`src/rtl/hazard_unit.sv`:
```
// Hazard detection for the 5-stage MIPS pipeline. It stalls the PC and IF/ID, bubbles ID/EX and flushes IF/ID.
// A two-state FSM adds the extra stall cycle needed by a branch on a load; saturating counters track stalls and flushes.
module hazard_unit #(
    parameter int REG_W = 5,
    parameter int CNT_W = 32
) (
    input  logic             clk,
    input  logic             rst_n,
    input  logic [REG_W-1:0] if_id_rs,
    input  logic [REG_W-1:0] if_id_rt,
    input  logic             id_uses_rs,
    input  logic             id_uses_rt,
    input  logic             id_branch,
    input  logic             id_ex_memRead,
    input  logic             id_ex_regWrite,
    input  logic [REG_W-1:0] id_ex_rd,
    input  logic             ex_mem_memRead,
    input  logic [REG_W-1:0] ex_mem_rd,
    input  logic             branch_taken,
    input  logic             jump,
    input  logic             clr_cnt,
    output logic             pc_write,
    output logic             if_id_write,
    output logic             id_ex_bubble,
    output logic             if_id_flush,
    output logic [CNT_W-1:0] stall_cnt,
    output logic [CNT_W-1:0] flush_cnt
);

    typedef enum logic {IDLE, STALL2} state_t;

    state_t state_reg;

    logic match_ex;
    logic match_mem;
    logic hz_lu;
    logic hz_ba;
    logic hz_bl1;
    logic hz_bl2;
    logic hz;
    logic stall;
    logic flush;

    // $0 is hardwired to zero, so a zero destination never creates a dependency.
    assign match_ex  = (id_ex_rd != '0) &&
                       ((id_ex_rd == if_id_rs && id_uses_rs) || (id_ex_rd == if_id_rt && id_uses_rt));
    assign match_mem = (ex_mem_rd != '0) &&
                       ((ex_mem_rd == if_id_rs && id_uses_rs) || (ex_mem_rd == if_id_rt && id_uses_rt));

    assign hz_lu  = id_ex_memRead && match_ex;
    assign hz_ba  = id_branch && id_ex_regWrite && !id_ex_memRead && match_ex;
    assign hz_bl1 = id_branch && id_ex_memRead && match_ex;
    assign hz_bl2 = id_branch && ex_mem_memRead && match_mem;
    assign hz     = hz_lu || hz_ba || hz_bl1 || hz_bl2;

    // Gating with rst_n keeps the pipeline free-running while reset is held.
    assign stall = rst_n && ((state_reg == IDLE && hz) || (state_reg == STALL2));
    assign flush = rst_n && (branch_taken || jump) && !stall;

    assign pc_write     = !stall;
    assign if_id_write  = !stall;
    assign id_ex_bubble = stall;
    assign if_id_flush  = flush;

    always_ff @(posedge clk or negedge rst_n) begin
        if (!rst_n) begin
            state_reg <= IDLE;
        end else begin
            case (state_reg)
                IDLE:    state_reg <= hz_bl1 ? STALL2 : IDLE;
                STALL2:  state_reg <= IDLE;
                default: state_reg <= IDLE;
            endcase
        end
    end

    logic [1:0]       cnt_inc;
    logic [CNT_W-1:0] cnt_reg [2];

    assign cnt_inc = {flush, stall};

    generate
        for (genvar gi = 0; gi < 2; gi++) begin : g_cnt
            always_ff @(posedge clk or negedge rst_n) begin
                if (!rst_n) begin
                    cnt_reg[gi] <= '0;
                end else if (clr_cnt) begin
                    cnt_reg[gi] <= '0;
                end else if (cnt_inc[gi] && (cnt_reg[gi] != {CNT_W{1'b1}})) begin
                    cnt_reg[gi] <= cnt_reg[gi] + 1'b1;
                end
            end
        end
    endgenerate

    assign stall_cnt = cnt_reg[0];
    assign flush_cnt = cnt_reg[1];

endmodule

```
`config.mk`:
```
export PLATFORM = sky130hd
export DESIGN_NAME = hazard_unit
export DESIGN_NICKNAME = d
export VERILOG_FILES = /design/src/rtl/hazard_unit.sv
export SDC_FILE = /design/constraint.sdc
export NUM_CORES = 1
export LEC_CHECK = 0
export BUFFER_PORTS_ARGS = -buffer_cell sky130_fd_sc_hd__buf_2
export CORE_MARGIN = 2
export CORE_UTILIZATION = 48
export CTS_CLUSTER_DIAMETER = 50
export DETAILED_ROUTE_END_ITERATION = 8
export PLACE_DENSITY_LB_ADDON = 0.05
export SETUP_SLACK_MARGIN = 0.02
export SLEW_MARGIN = 10
export SYNTH_ARGS = -nofsm -noshare
export SYNTH_HDL_FRONTEND = slang
export SYNTH_SLANG_ARGS = --single-unit
```
`constraint.sdc`:
```
create_clock -name clk -period 2.83 [get_ports clk]
set_clock_uncertainty 0.1 [all_clocks]
set_input_delay 0.4245 -clock clk [delete_from_list [all_inputs] [get_ports clk]]
set_output_delay 0.4245 -clock clk [all_outputs]
set_load 0.005 [all_outputs]
```
==> flow_summary.json <==
{
  "status": "finished clean",
  "cp.required_ps": 3000,
  "cp-start-kind": "flip-flop",
  "fin_crit_sh_pct": 93.4,
  "critPathCaptureType": "flip-flop",
  "synth_nets": 481,
  "rows": 32,
  "vias": 3771,
  "ys_seq_area_share_pct": 42.4,
  "fin_hold_ws_ps": 217,
  "worstMarginPinSlew_ps": 854,
  "cts_tree": "yes",
  "cts_buffers": 9,
  "syn_to_final_growth_pct": 26.3,
  "p_seq_share_pct": 51.1,
  "vias_per_cell": 5.61,
  "ant_nets": 0,
  "start_util_pct": 49.7,
  "clock_latency_ps": 340,
  "cpMaxStageDelayCell": "or4_4",
  "fin_util_pct": 62.7,
  "max_slew_margin_pct": 43.1,
  "drt_pass1_iterations": 6,
  "finalCriticalPeriod_ps": 2640,
  "clockPowerShare_pct": 41.4,
  "synth_cell_types": 42,
  "root_buffer": "clkbuf_8",
  "grt_usage_pct": 23.0,
  "syn_avg_cell_area_um2": 8.57,
  "layout_common_cells": "98 x buf_2, 62 x dfrtp_1, 41 x a21oi_1",
  "portBuffers": 98,
  "hold_violations": 0,
  "critPathMaxFanout": 8,
  "dp_hpwl_mm": 6.98,
  "overflow": 0,
  "yosys.area.top_type": "dfrtp_1",
  "netlist_area_um2": 3840,
  "synth_edf_count": 0,
  "clkTransAtPathRegs_ps": 70,
  "routedWlPerCell_um": 14.6,
  "routed_wl_mm": 9.81,
  "power_density_nw_per_um2": 378,
  "synth-seq-cells": 65,
  "power_switching_mw": 0.434,
  "crit_type": "reg -> reg",
  "synth_warnings": 0,
  "synth_cells": 448,
  "yosys-top-cells-area": "dfrtp_1 42%, a21oi_1 5.5%, xnor2_1 5.2%",
  "crit_chain": "nand4_4 > nor4_4 > nand4_4 > or4_1 > or3_4 > or4_4 > a21oi_2",
  "p_leak_nw": 2.19,
  "finalSetupViolCount": 0,
  "grt_max_degree": 67,
  "ios": 99,
  "die-height_um": 93.4,
  "synth_flop_cell": "dfrtp_1",
  "htree_levels": 3,
  "async_flop_share_pct": 100,
  "drtIter0Drc": 151,
  "design.core.area_um2": 7730,
  "grt_pass1_vias": 3494,
  "hold_buffers": 0,
  "globalplace.congestion": 0.945,
  "path_buf_inv": 0,
  "die_w_um": 93.4,
  "clockBufferDepth": 2,
  "drive_gt1_share_pct": 27.4,
  "die_area_um2": 8730,
  "p_int_mw": 1.40,
  "grt_antenna_before_repair": 0,
  "cts_sinks": 65,
  "drv_slew": 0,
  "final_net_count": 598,
  "path_common_cell": "nand4_4",
  "max-vdd-ir-drop_mv": 0.190,
  "cap_violations": 0,
  "crit_arrival_ps": 2810,
  "rsz0062_at_grt": "no",
  "hold_class": "in -> reg",
  "clock.fmax_mhz": 378,
  "grt_pass1_wl_mm": 16.1,
  "fillers": 693,
  "p_comb_share_pct": 7.5,
  "drc": 0,
  "synth_top_area_share_pct": 42.4,
  "power.share.switching_pct": 23.7,
  "final_common_cell": "buf_2",
  "critPathMaxStageDelay_ps": 500,
  "path_delay_family": "simple AND/OR/NAND/NOR gates",
  "n_antenna_cell": 0
}
==> power by group through the flow <==
stage / Sequential [mW] / Combinational [mW] / Clock [mW]
5_1_grt: 0.936 / 0.156 / 0.812
4_1_cts: 0.936 / 0.139 / 0.781
3_3_place_gp: 0.954 / 0.138 / 0
3_5_place_dp: 0.954 / 0.139 / 0
6_report: 0.936 / 0.137 / 0.759
2_1_floorplan: 0.954 / 0.0643 / 0
==> timing repair <==
| item | in CTS | in global routing |
|---|---|---|
| endpoints found under the setup margin | 0 | 11 |
| resized for setup | 0 | 8 |
| buffers inserted | 0 | 3 |
==> final cells by class <==
type / count / area [um2] / area share, %
Timing Repair Buffer: 129 / 761 / 15.7
Multi-Input combinational cell: 341 / 2070 / 42.6
Clock buffer: 14 / 183 / 3.77
Inverter: 19 / 71.3 / 1.47
Sequential cell: 65 / 1630 / 33.6
Tap cell: 102 / 128 / 2.63
Clock inverter: 2 / 10.0 / 0.206
==> routing by layer <==
layer	share of wire (%)	track usage, %	vias to the layer above
met1	47	30.3	1788
met3	4.6	3.79	13
li1	-	-	1878
met4	1.4	7.48	0
met2	47	38.4	92
met5	0	0	-
==> cells in the mapped netlist (all sizes together) (9+ instances only) <==
library cell   n
a21oi         42
xnor2         23
nand3         24
o21ai         36
nor2          32
inv           19
nand2         40
or3           32
or4           21
nand4         21
clkbuf        20
dfrtp         65
o31ai         13
nor3           9
==> path summary, 6_finish.rpt <==
path / startpoint / endpoint / slack (ps) / cells past startpoint
max: stall_cnt[2] / stall_cnt[30] / 190 / 7
min: id_ex_memRead / state_reg / 220 / 3
max reg2reg: stall_cnt[2] / stall_cnt[30] / 190 / 7
min reg2reg: state_reg / state_reg / 360 / 1
max in group asynchronous: rst_n / stall_cnt[3] / 1780 / 2
min in group asynchronous: rst_n / stall_cnt[29] / 230 / 2
==> cells by family after synthesis <==
group	synth area share [%]
multiplexers	1.40
AO/OA/AOI/OAI	15.7
flip-flops	42.4
AND/OR/NAND/NOR	28.7
buffers and inverters	4.27
XOR/XNOR	6.84
adder cells (fa/ha/maj)	0.652
==> metrics by stage <==
stage	TNS [ps]	std cells	setup WS, ps	power (mW)	area [um2]
final	0	672	187	1.83	4850
after global routing	0	672	20.5	1.90	4850
after detailed placement	0	653	87.2	1.09	4610
after floorplan	-167	448	-55.8	1.02	3840
after CTS	0	669	77.2	1.86	4800
after global placement	0	653	151	1.09	4610
==> tightest hold or removal path, cell delays in order <==
cell	delay, ps
buf_2	100
nand2_1	50
nor3_1	40
(Power assumes the default switching activity.)
